--- src/rtl/legv8_ctrl_pkg.sv ---
// Shared types for the LEGv8 control path: FSM states, opcode classes and
// the mux/select encodings also used by the sign-extend and ALU-control blocks.
package legv8_ctrl_pkg;

  typedef enum logic [3:0] {
    S_IDLE, S_FETCH, S_DECODE, S_EXEC_R, S_WB_R, S_MEM_ADDR,
    S_MEM_RD, S_MEM_WR, S_WB_LD, S_BRANCH, S_JUMP
  } state_e;

  typedef enum logic [2:0] {
    CLS_ILLEGAL, CLS_B, CLS_CBZ, CLS_LD, CLS_ST, CLS_R
  } op_class_e;

  localparam logic [5:0]  OP_B_PFX   = 6'b000101;
  localparam logic [7:0]  OP_CBZ_PFX = 8'b10110100;
  localparam logic [10:0] OP_LDUR    = 11'b11111000010;
  localparam logic [10:0] OP_STUR    = 11'b11111000000;
  localparam logic [10:0] OP_ADD     = 11'b10001011000;
  localparam logic [10:0] OP_SUB     = 11'b11001011000;
  localparam logic [10:0] OP_AND     = 11'b10001010000;
  localparam logic [10:0] OP_ORR     = 11'b10101010000;

  typedef enum logic [1:0] {IMM_D = 2'b00, IMM_CB = 2'b01, IMM_B = 2'b10} imm_sel_e;
  typedef enum logic [1:0] {
    SRCB_REG = 2'b00, SRCB_FOUR = 2'b01, SRCB_IMM = 2'b10, SRCB_IMM_SH2 = 2'b11
  } alu_src_b_e;
  typedef enum logic [1:0] {ALUOP_ADD = 2'b00, ALUOP_PASS_B = 2'b01, ALUOP_FUNCT = 2'b10} alu_op_e;

  typedef struct packed {
    logic       mem_req;
    logic       mem_we;
    logic       ir_write;
    logic       pc_write;
    logic       pc_write_cond;
    logic       pc_source;
    logic       alu_src_a;
    alu_src_b_e alu_src_b;
    alu_op_e    alu_op;
    imm_sel_e   imm_sel;
    logic       reg2loc;
    logic       mem_to_reg;
    logic       reg_write;
    logic       illegal;
    logic       timeout;
  } ctrl_t;

  function automatic logic is_mem_state(input state_e s);
    return (s == S_FETCH) || (s == S_MEM_RD) || (s == S_MEM_WR);
  endfunction

endpackage

--- src/rtl/legv8_opcode_class.sv ---
// Combinational IR[31:21] -> instruction class decode, shared with the
// single-cycle control. Earlier matches take priority.
module legv8_opcode_class
  import legv8_ctrl_pkg::*;
(
  input  logic [10:0] opcode_i,
  output op_class_e   cls_o
);

  always_comb begin
    cls_o = CLS_ILLEGAL;
    if (opcode_i[10:5] == OP_B_PFX)                cls_o = CLS_B;
    else if (opcode_i[10:3] == OP_CBZ_PFX)         cls_o = CLS_CBZ;
    else if (opcode_i == OP_LDUR)                  cls_o = CLS_LD;
    else if (opcode_i == OP_STUR)                  cls_o = CLS_ST;
    else if (opcode_i == OP_ADD || opcode_i == OP_SUB ||
             opcode_i == OP_AND || opcode_i == OP_ORR) cls_o = CLS_R;
  end

endmodule

--- src/rtl/legv8_multicycle_ctrl.sv ---
// Multi-cycle LEGv8 control FSM with a shared req/ack memory port and a
// watchdog that aborts to IDLE when an access stalls too long.
module legv8_multicycle_ctrl
  import legv8_ctrl_pkg::*;
#(
  parameter int MEM_TIMEOUT = 16,
  parameter int CNT_W       = 5
) (
  input  logic        clk,
  input  logic        rst_n,
  input  logic        run,
  input  logic [10:0] opcode,
  input  logic        zero,
  input  logic        mem_ack,
  output logic        mem_req,
  output logic        mem_we,
  output logic        ir_write,
  output logic        pc_write,
  output logic        pc_write_cond,
  output logic        pc_source,
  output logic        alu_src_a,
  output logic [1:0]  alu_src_b,
  output logic [1:0]  alu_op,
  output logic [1:0]  imm_sel,
  output logic        reg2loc,
  output logic        mem_to_reg,
  output logic        reg_write,
  output logic        illegal,
  output logic        timeout
);

  state_e           state_q, state_d;
  logic [CNT_W-1:0] wd_q, wd_d;
  op_class_e        cls;
  ctrl_t            c;
  state_e           boundary;
  logic             wd_limit;

  // The zero flag qualifies pc_write_cond inside the datapath, not here.
  logic unused_zero;
  assign unused_zero = zero;

  legv8_opcode_class u_cls (
    .opcode_i (opcode),
    .cls_o    (cls)
  );

  assign boundary = run ? S_FETCH : S_IDLE;
  assign wd_limit = (wd_q == CNT_W'(MEM_TIMEOUT - 1)) && !mem_ack;

  always_ff @(posedge clk or negedge rst_n) begin
    if (!rst_n) begin
      state_q <= S_IDLE;
      wd_q    <= '0;
    end else begin
      state_q <= state_d;
      wd_q    <= wd_d;
    end
  end

  always_comb begin
    state_d = state_q;
    c       = '0;
    unique case (state_q)
      S_IDLE: if (run) state_d = S_FETCH;
      S_FETCH: begin
        c.mem_req   = 1'b1;
        c.alu_src_b = SRCB_FOUR;
        if (mem_ack) begin
          c.ir_write = 1'b1;
          c.pc_write = 1'b1;
          state_d    = S_DECODE;
        end
      end
      S_DECODE: begin
        c.alu_src_b = SRCB_IMM_SH2;
        c.reg2loc   = (cls == CLS_ST) || (cls == CLS_CBZ);
        unique case (cls)
          CLS_B:          begin c.imm_sel = IMM_B;  state_d = S_JUMP;   end
          CLS_CBZ:        begin c.imm_sel = IMM_CB; state_d = S_BRANCH; end
          CLS_LD, CLS_ST: state_d = S_MEM_ADDR;
          CLS_R:          state_d = S_EXEC_R;
          default:        begin c.illegal = 1'b1; state_d = boundary; end
        endcase
      end
      S_EXEC_R: begin
        c.alu_src_a = 1'b1;
        c.alu_op    = ALUOP_FUNCT;
        state_d     = S_WB_R;
      end
      S_WB_R: begin
        c.reg_write = 1'b1;
        state_d     = boundary;
      end
      S_MEM_ADDR: begin
        c.alu_src_a = 1'b1;
        c.alu_src_b = SRCB_IMM;
        c.reg2loc   = (cls == CLS_ST);
        state_d     = (cls == CLS_LD) ? S_MEM_RD : S_MEM_WR;
      end
      S_MEM_RD: begin
        c.mem_req = 1'b1;
        if (mem_ack) state_d = S_WB_LD;
      end
      S_MEM_WR: begin
        c.mem_req = 1'b1;
        c.mem_we  = 1'b1;
        c.reg2loc = 1'b1;
        if (mem_ack) state_d = boundary;
      end
      S_WB_LD: begin
        c.reg_write  = 1'b1;
        c.mem_to_reg = 1'b1;
        state_d      = boundary;
      end
      S_BRANCH: begin
        c.alu_src_a     = 1'b1;
        c.alu_op        = ALUOP_PASS_B;
        c.reg2loc       = 1'b1;
        c.imm_sel       = IMM_CB;
        c.pc_write_cond = 1'b1;
        c.pc_source     = 1'b1;
        state_d         = boundary;
      end
      S_JUMP: begin
        c.imm_sel   = IMM_B;
        c.pc_write  = 1'b1;
        c.pc_source = 1'b1;
        state_d     = boundary;
      end
      default: state_d = S_IDLE;
    endcase
    // Abort only fires without ack, so no enable was raised above this cycle.
    if (is_mem_state(state_q) && wd_limit) begin
      c.timeout = 1'b1;
      state_d   = S_IDLE;
    end
  end

  // Counts stalled request cycles; any state change or ack restarts it.
  always_comb begin
    wd_d = '0;
    if (state_d == state_q && is_mem_state(state_q) && !mem_ack)
      wd_d = wd_q + CNT_W'(1);
  end

  assign mem_req       = c.mem_req;
  assign mem_we        = c.mem_we;
  assign ir_write      = c.ir_write;
  assign pc_write      = c.pc_write;
  assign pc_write_cond = c.pc_write_cond;
  assign pc_source     = c.pc_source;
  assign alu_src_a     = c.alu_src_a;
  assign alu_src_b     = c.alu_src_b;
  assign alu_op        = c.alu_op;
  assign imm_sel       = c.imm_sel;
  assign reg2loc       = c.reg2loc;
  assign mem_to_reg    = c.mem_to_reg;
  assign reg_write     = c.reg_write;
  assign illegal       = c.illegal;
  assign timeout       = c.timeout;

endmodule

--- config.mk ---
export PLATFORM = sky130hd
export DESIGN_NAME = legv8_multicycle_ctrl
export DESIGN_NICKNAME = d
export VERILOG_FILES = /design/src/rtl/legv8_ctrl_pkg.sv /design/src/rtl/legv8_opcode_class.sv /design/src/rtl/legv8_multicycle_ctrl.sv
export SDC_FILE = /design/constraint.sdc
export NUM_CORES = 1
export LEC_CHECK = 0
export BUFFER_PORTS_ARGS = -buffer_cell sky130_fd_sc_hd__buf_2
export CAP_MARGIN = 20
export CORE_MARGIN = 4
export CORE_UTILIZATION = 53
export CTS_CLUSTER_DIAMETER = 40
export DETAILED_ROUTE_END_ITERATION = 6
export PLACE_DENSITY = 0.84
export SLEW_MARGIN = 0
export SYNTH_ARGS = -nofsm -noshare
export SYNTH_HDL_FRONTEND = slang
export SYNTH_SLANG_ARGS = --single-unit
--- constraint.sdc ---
create_clock -name clk -period 4.6 [get_ports clk]
set_clock_uncertainty 0.2 [all_clocks]
set_input_delay 0.92 -clock clk [delete_from_list [all_inputs] [get_ports clk]]
set_output_delay 0.92 -clock clk [all_outputs]
set_load 0.01 [all_outputs]
After elaboration in Yosys (flattened, before gate mapping)

Index checks and enable logic that the tools add are counted.

$add $sub $neg: 1
Eq/ne operators: 25
Mux-type cells: 33
Reductions and logical operators: 20

Operators by type and width:

| operator                                             | number |
|---|---|
| equality test 11 bit (second input constant)         | 6 |
| case mux 4 bit (8 select lines)                      | 1 |
| 2-to-1 mux 4 bit                                     | 5 |
| equality test 4 x 3 -> 1 bit (second input constant) | 4 |
| case mux 4 bit (4 select lines)                      | 1 |
| 2-to-1 mux 3 bit                                     | 5 |
| 2-to-1 mux 1 bit                                     | 13 |
| equality test 4 bit (second input constant)          | 3 |
| case mux 2 bit (3 select lines)                      | 2 |
| equality test 4 x 2 -> 1 bit (second input constant) | 2 |
| equality test 8 bit (second input constant)          | 1 |
| case mux 2 bit (2 select lines)                      | 2 |
| OR reduction 2 bit                                   | 4 |
| equality test 3 x 2 -> 1 bit (second input constant) | 2 |
| equality test 3 bit (second input constant)          | 2 |
| equality test 6 x 3 -> 1 bit (second input constant) | 1 |
| logical OR 1 bit                                     | 6 |
| OR reduction 3 bit                                   | 2 |
| adder 5 x 1 -> 5 bit (second input constant)         | 1 |
| equality test 5 x 4 -> 1 bit (second input constant) | 1 |
| 2-to-1 mux 5 bit                                     | 1 |
| OR reduction 5 bit                                   | 1 |
| equality test 4 x 1 -> 1 bit (second input constant) | 1 |
| equality test 4 bit                                  | 1 |
| other kinds (8)                                      | 11 |

Register bits after elaboration: 9
Input bits: 16
Output and inout port bits: 18
Logic and storage cells: 81

Longest topological paths before layout

Gate-level depths: netlist (run 1).

Depth after elaboration: 18
Mapped depth: 9
Mapped depth without buffers: 9

By module

Synthesis (run 1) repeated with hierarchy kept, for this count alone.

Cells, all modules: 131
Area total of the unflattened synthesis: 1,048.5 µm²

Modules (own cells, without submodules):

| module                | instances | cells an instance | area an instance (µm²) | sequential area each (µm²) |
|---|---|---|---|---|
| legv8_multicycle_ctrl | 1         | 118               | 922.1                  | 225.2 |
| legv8_opcode_class    | 1         | 13                | 126.4                  | 0.0 |

Worst setup path after synthesis (run 1)

Ideal clock, no wire load.

Kind: input to output
From: input port opcode[6]
To: output port reg2loc
Arrival: 2,124 ps
Required time: 3,480 ps
Path slack: 1,356 ps
Stages on the path: 4
Path buffers: 0
Cells stage by stage: or3b_4 a21boi_0 or3_1 o31ai_1

Longest elaborated chain between the ends: 12
Elaborated cells between the ends (all ways): 20
Those cells by class: 10 x eq/ne; 6 x mux; 4 x reduce/logical

Ends and longest elaborated chain:

| what                                                                | line                                                     | RTL |
|---|---|---|
| start: declaration                                                  | legv8_multicycle_ctrl.sv:12                              | `input logic [10:0] opcode,` |
| equality test 11 bit                                                | legv8_opcode_class.sv:16                                 | `else if (opcode_i == OP_ADD \|\| opcode_i == OP_SUB \|\|` |
| logical OR 1 bit (2 in series)                                      | legv8_opcode_class.sv:16                                 |  |
| logical OR 1 bit                                                    | legv8_opcode_class.sv:17                                 | `opcode_i == OP_AND \|\| opcode_i == OP_ORR) cls_o = CLS_R;` |
| 2-to-1 mux 3 bit                                                    | legv8_opcode_class.sv:16                                 |  |
| 2-to-1 mux 3 bit                                                    | legv8_opcode_class.sv:15                                 | `else if (opcode_i == OP_STUR) cls_o = CLS_ST;` |
| 2-to-1 mux 3 bit                                                    | legv8_opcode_class.sv:14                                 | `else if (opcode_i == OP_LDUR) cls_o = CLS_LD;` |
| 2-to-1 mux 3 bit                                                    | legv8_opcode_class.sv:13                                 | `else if (opcode_i[10:3] == OP_CBZ_PFX) cls_o = CLS_CBZ;` |
| 2-to-1 mux 3 bit (*)                                                | legv8_opcode_class.sv:12                                 | `if (opcode_i[10:5] == OP_B_PFX) cls_o = CLS_B;` |
| equality test 3 bit or equality test 3 x 2 -> 1 bit (tied branches) | legv8_multicycle_ctrl.sv:77, legv8_multicycle_ctrl.sv:98 |  |
| logical OR 1 bit                                                    | legv8_multicycle_ctrl.sv:77                              | `c.reg2loc = (cls == CLS_ST) \|\| (cls == CLS_CBZ);` |
| case mux 1 bit (3 select lines) (*)                                 | legv8_multicycle_ctrl.sv:64                              | `unique case (state_q)` |
| end: declaration                                                    | legv8_multicycle_ctrl.sv:25                              | `output logic reg2loc,` |

Every way passes the cells marked *; elsewhere a longest branch is shown, timed or not.

Worst setup path in the final report (run 1)

From: input port opcode[2]
To: output port reg2loc

Longest elaborated chain between the ends: 12
Elaborated cells between the ends (all ways): 18
Those cells by class: 8 x eq/ne; 6 x mux; 4 x reduce/logical

Ends and longest elaborated chain:

| what                                                                | line |
|---|---|
| equality test 11 bit                                                | legv8_opcode_class.sv:16 |
| logical OR 1 bit (2 in series)                                      | legv8_opcode_class.sv:16 |
| logical OR 1 bit                                                    | legv8_opcode_class.sv:17 |
| 2-to-1 mux 3 bit                                                    | legv8_opcode_class.sv:16 |
| 2-to-1 mux 3 bit                                                    | legv8_opcode_class.sv:15 |
| 2-to-1 mux 3 bit (*)                                                | legv8_opcode_class.sv:14 |
| 2-to-1 mux 3 bit (*)                                                | legv8_opcode_class.sv:13 |
| 2-to-1 mux 3 bit (*)                                                | legv8_opcode_class.sv:12 |
| equality test 3 bit or equality test 3 x 2 -> 1 bit (tied branches) | legv8_multicycle_ctrl.sv:77, legv8_multicycle_ctrl.sv:98 |
| logical OR 1 bit                                                    | legv8_multicycle_ctrl.sv:77 |
| case mux 1 bit (3 select lines) (*)                                 | legv8_multicycle_ctrl.sv:64 |

Marked as above.

==> results of run 1 <==
final timing paths:
| path | startpoint | to | slack, ns | depth (start not counted) |
|---|---|---|---|---|
| max | opcode[2] | reg2loc | 1.08 | 6 |
| max reg2reg | wd_q[0] | wd_q[1] | 1.81 | 8 |
| min reg2reg | wd_q[0] | wd_q[0] | 0.26 | 1 |
| max in group asynchronous | rst_n | wd_q[0] | 3.73 | 1 |
| min | wd_q[0] | wd_q[0] | 0.26 | 1 |
| min in group asynchronous | rst_n | wd_q[3] | 0.30 | 1 |
cell usage after synthesis (2+ instances only):
library cell,count
nor2_1,10
dfrtp_1,9
nand2b_1,9
clkbuf_1,8
a211oi_1,7
a21oi_1,6
nand2_1,6
nor3_1,6
nand3_1,5
o21ai_0,5
and3_1,4
inv_1,4
o221ai_1,3
a21boi_0,2
a2bb2oi_1,2
ha_1,2
mux2i_1,2
nand4b_1,2
nor4_1,2
o31ai_1,2
or2_2,2
or4_1,2
through the flow:
step | hold slack, ns | cells | utilization (%) | area (sq um) | total power [mW]
detailed placement | 0.252 | 173 | 65.9 | 1150 | 0.458
floorplan | 0.234 | 125 | - | 997 | 0.368
global placement | 0.251 | 173 | 65.9 | 1150 | 0.443
global route | 0.294 | 177 | 67.5 | 1180 | 0.566
finish | 0.261 | 177 | 67.5 | 1180 | 0.522
CTS | 0.262 | 177 | 67.5 | 1180 | 0.520
worst reg2reg max path: stages (launching register included):
cell	delay, ns
dfrtp_1	0.39
ha_1	0.23
and3_1	0.19
ha_1	0.19
a32o_1	0.27
a221o_1	0.35
o221ai_1	0.28
o21ai_0	0.29
a211oi_1	0.31
layer usage:
layer  share of wire, %  track usage (%)
met5                  0                0
met4               0.69             3.93
met3                6.3             3.50
met2                 51             38.8
met1                 42             27.0
where the power goes:
| part | leakage [nW] | internal (mW) | switching (mW) |
|---|---|---|---|
| Sequential | 0.122 | 0.0937 | 0.0716 |
| Combinational | 0.406 | 0.133 | 0.163 |
| Clock | 0.0150 | 0.0335 | 0.0280 |
| Total | 0.543 | 0.260 | 0.262 |
layout by cell type, fill, tap and decap left out, types with 2 or more instances in the layout:
master,count
a21boi_0,2
nand2b_1,9
inv_1,4
a21oi_1,6
nor2_1,10
a2bb2oi_1,2
a211oi_1,7
buf_2,32
clkbuf_4,3
ha_1,2
or2_2,2
nor3_1,6
o221ai_1,3
o31ai_1,2
dfrtp_1,9
o21ai_0,5
nand3_1,5
mux2i_1,2
or4_1,2
nand2_1,6
nor4_1,2
nand4b_1,2
and3_1,4
cell type report:
| class | instances | share of cell area [%] |
|---|---|---|
| tap | 25 | 2.66 |
| sequential | 9 | 19.1 |
| inverter | 4 | 1.28 |
| timing repair buffer | 32 | 13.6 |
| multi-input combinational | 103 | 61.1 |
| clock buffer | 4 | 2.23 |
kinds of logic after synthesis:
logic type | count (synthesis) | share of synthesized area (%)
flip-flops | 9 | 22.6
buffers and inverters | 13 | 5.27
AO/OA/AOI/OAI | 38 | 28.1
multiplexers | 2 | 2.01
AND/OR/NAND/NOR | 59 | 37.8
adder cells (fa/ha/maj) | 2 | 2.51
XOR/XNOR | 2 | 1.76
registers in the layout, indices dropped and copies added (netlist names):
signal / flops
state_q: 4
wd_q: 5
==> run metrics, run 1 <==
Layout Area Growth over Synthesis 18.1%; Max Cap Viol 0; worst setup margin 1.08 ns; final net count 171; GRT Overall Usage 21.6%; CTS Hold Bufs 0; setup TNS 0 ns; asr flop ratio synth 100%; EDFF count, synth 0; main area contributors after synthesis dfrtp_1, nand2b_1, a211oi_1, nor2_1, a21oi_1; Max stage delay on crit path 0.46 ns; layout cells sized above 1 28.9%; Hold Violations, Final 0; drt first-iter violations 15; Yosys top cell area share 22.6%; initial antenna violation count 0; Avg Cell Area, Syn 7.98 sq um; Vias/cell 6.27; WP data required 3.48 ns; Peak VDD IR 0.205 mV; crit-path most repeated cell buf_2; largest net degree at the start of global routing 24; GPL Wtd Cong 0.833; CP Capture Type output port; DR DRC count 0; H-tree depth 1; slew margin rel. 54.7%; min Tclk post-route 3.52 ns; Yosys reg bits 9; starting density of the core 57.1%; Seq/Total Area, Yosys 22.6%; Critical Path Start Type primary input; Setup Fix Bufs, Post-CTS 0; count of filler cells inserted in the layout 167; port bufs 32; Mapped Cells 125; DR pass1 iterations 4; DR vias 1,110; worst path bufs/invs 2; CTS Buf Count 3; synthesized net count 143; CTS tree built; Slowest cell on crit path nor4b_1; register cell area after layout 225 sq um; RSZ-0062 raised after global routing no; largest buffer count on any clock path 2; Fmax 284 MHz; area of the die 0.00264 sq mm; Max Slew Vio Count 0; Sink Count 9; area leader, netlist dfrtp_1; core area 0.00175 sq mm; first-pass GRT wire length 4460 um; Synth Warn # 0; final worst path period share 76.4%; area of the mapped netlist 997 sq um; ANT cells 0; # rows 15; power density cells 444 mW/mm^2; vias in the first global route 1,037; crit-path leading delay family simple AND/OR/NAND/NOR gates; top-level port count 34; worst skew pair latency 0.26 ns; Worst Path Arrival 2.40 ns; CP Max Fanout 3; type of the worst setup path primary input to output port; most common flop cell mapped by yosys dfrtp_1; Detailed Place HPWL 1980 um; pre-CTS setup slack 1.08 ns; final WL 2600 um; Worst-path clk slew 0.06 ns; LEAKAGE 0.543 nW; Worst-Margin Slew 0.679 ns; Overflow after GRT 0; status finished, final reports clean; synth unique cells 47; Hold WC Path Type register to register; die width 51.4 um; root buf cell clkbuf_4; post_cts resized 0; footprint of the multi-input gates 719 sq um; DR WL/cell 14.7 um; die height 51.4 um; final setup violation count 0; CP Cell Sequence buf_2, nor4b_1, a21boi_0, or3_1, o31ai_1, buf_2; Final ANT Viol Nets 0
No activity file was read; power rests on OpenSTA's default activity.
==> inputs of run 2 (changes only) <==
- CORE_UTILIZATION: 53 -> 45
- PLACE_DENSITY: 0.84 -> 0.76
- clock period: 4.6 -> 3.2 ns (I/O delays scaled with it)
==> run 2 against run 1 <==
Compared with the run above: setup slack worse by 0.85 ns; routed wire length grew 0.35%; global-route usage fell by 1.9 points; sequential share of layout area fell by 0.51 points; cell count rose by 3.4%; combinational power grew 79%; first-iteration DRC count fell by 33%; power increased by 49%; non-clock buffer count up 4; sequential cell count stayed put; via count down 0.54%; highest routed layer unchanged; largest cell class unchanged; clock power grew 43%.
==> run metrics, run 2 (synthesis gave the netlist of run 1 again) <==
status finished, final reports clean (unchanged); DR DRC count 0 (unchanged); # rows 16 (was 15); vias in the first global route 1,056 (was 1,037); area of the die 0.00303 sq mm (was 0.00264 sq mm); CP Cell Sequence buf_2, nor4b_1, a21boi_0, or3_1, o31ai_1, buf_2 (unchanged); GPL Wtd Cong 0.755 (was 0.833); min Tclk post-route 2.97 ns; Detailed Place HPWL 2050 um (was 1980 um); Final ANT Viol Nets 0 (unchanged); Vias/cell 6.03 (was 6.27); type of the worst setup path primary input to output port (unchanged); max reg flops 5 (unchanged); root buf cell clkbuf_4 (unchanged); final setup violation count 0 (unchanged); Final Non-Filler Cells 183 (was 177); slew margin rel. 64.2% (was 54.7%); worst r2r path cells 8 (unchanged); commonest non-fill, non-tap cell in the layout buf_2 (unchanged); die width 55.1 um (was 51.4 um); register with the most flip-flops wd_q (unchanged); final worst path period share 92.8%; largest net degree at the start of global routing 23 (was 24); GRT Overall Usage 19.6% (was 21.6%); final WL 2610 um (was 2600 um); Final Instance Area 0.00121 sq mm (was 0.00118 sq mm); DR pass1 iterations 4 (unchanged); first-pass GRT wire length 4420 um (was 4460 um); starting density of the core 48.8% (was 57.1%); RSZ-0062 raised after global routing no (unchanged); largest buffer count on any clock path 2 (unchanged); worst setup margin 0.232 ns (was 1.08 ns); final net count 175 (was 171); Max Cap Viol 0 (unchanged); DR vias 1,104 (was 1,110); Setup Fix Bufs, Post-CTS 0 (unchanged); layout cells sized above 1 30.8% (was 28.9%); Cells after DPL 179 (was 173); post_cts resized 0 (unchanged); worst skew pair latency 0.26 ns (about the same); Slowest cell on crit path nor4b_1 (unchanged); critical path depth 6 (unchanged); Hold WC Path Type primary input to async pin (was register to register); Worst-path clk slew 0.06 ns (about the same); CTS tree built (unchanged); CP Capture Type output port (unchanged); Peak VDD IR 0.304 mV (was 0.205 mV); drt first-iter violations 10 (was 15); Max stage delay on crit path 0.49 ns (was 0.46 ns); pre-CTS setup slack 0.257 ns (was 1.08 ns); Hold WS 0.0170 ns (was 0.261 ns); setup TNS 0 ns (unchanged); core area 0.00204 sq mm (was 0.00175 sq mm); Worst-Margin Slew 0.532 ns (was 0.679 ns); H-tree depth 1 (unchanged); CP Max Fanout 3 (unchanged); WP data required 2.36 ns (was 3.48 ns); worst path bufs/invs 2 (unchanged); ANT cells 0 (unchanged); die height 55.1 um (was 51.4 um); crit-path leading delay family simple AND/OR/NAND/NOR gates (unchanged); Placed Instance Area 0.00118 sq mm (was 0.00115 sq mm); port bufs 32 (unchanged); CTS Hold Bufs 0 (unchanged); LEAKAGE 0.564 nW (was 0.543 nW); crit-path most repeated cell buf_2 (unchanged); Worst Path Arrival 2.13 ns (was 2.40 ns); Critical Path Start Type primary input (unchanged); Sink Count 9 (unchanged); DR WL/cell 14.3 um (was 14.7 um); Hold Violations, Final 0 (unchanged); initial antenna violation count 0 (unchanged); top-level port count 34 (unchanged); most frequent cells in the layout buf_2, nor2_1, nand2b_1, dfrtp_1, a211oi_1 (unchanged); CTS Buf Count 3 (unchanged); Overflow after GRT 0 (unchanged); power density cells 642 mW/mm^2 (was 444 mW/mm^2); Layout Area Growth over Synthesis 21.3% (was 18.1%); Fmax 337 MHz; largest registers wd_q (5), state_q (4) (unchanged); Max Slew Vio Count 0 (unchanged)
-- run 2: cell types whose count changed in the layout (fill, tap and decap cells not counted) --
cell / change
buf_4: +4
-- run 2: cell type report --
type / count / area (sq um)
Tap cell: 27 / 33.8
Clock buffer: 4 / 26.3
Fill cell: 206 / 832
Multi-Input combinational cell: 103 / 719
Timing Repair Buffer: 36 / 190
Sequential cell: 9 / 225
Inverter: 4 / 15.0
-- run 2: per-stage QoR --
step | util, % | power, mW
global route | 59.3 | 0.841
CTS | 59.3 | 0.777
detailed placement | 58.0 | 0.688
floorplan | - | 0.530
finish | 59.3 | 0.777
global placement | 58.0 | 0.671
-- run 2: path summary, 6_finish.rpt --
check | start | to | slack, ns
min | rst_n | wd_q[2] | 0.02
min in group clk | wd_q[0] | wd_q[0] | 0.29
max in group asynchronous | rst_n | wd_q[1] | 2.60
min reg2reg | wd_q[0] | wd_q[0] | 0.29
max | opcode[5] | reg2loc | 0.23
max reg2reg | wd_q[0] | wd_q[0] | 0.44
-- run 2: power breakdown --
part	switching (mW)	internal, mW
clock network	0.0397	0.0481
logic	0.316	0.214
registers	0.0228	0.136
-- run 2: per-layer routing --
metal / track usage (%) / vias up / part of all wire, %
li1: - / 544 / -
met5: 0 / - / 0
met3: 1.88 / 3 / 4.2
met4: 5.26 / 0 / 0.65
met1: 22.7 / 531 / 42
met2: 37.8 / 26 / 53
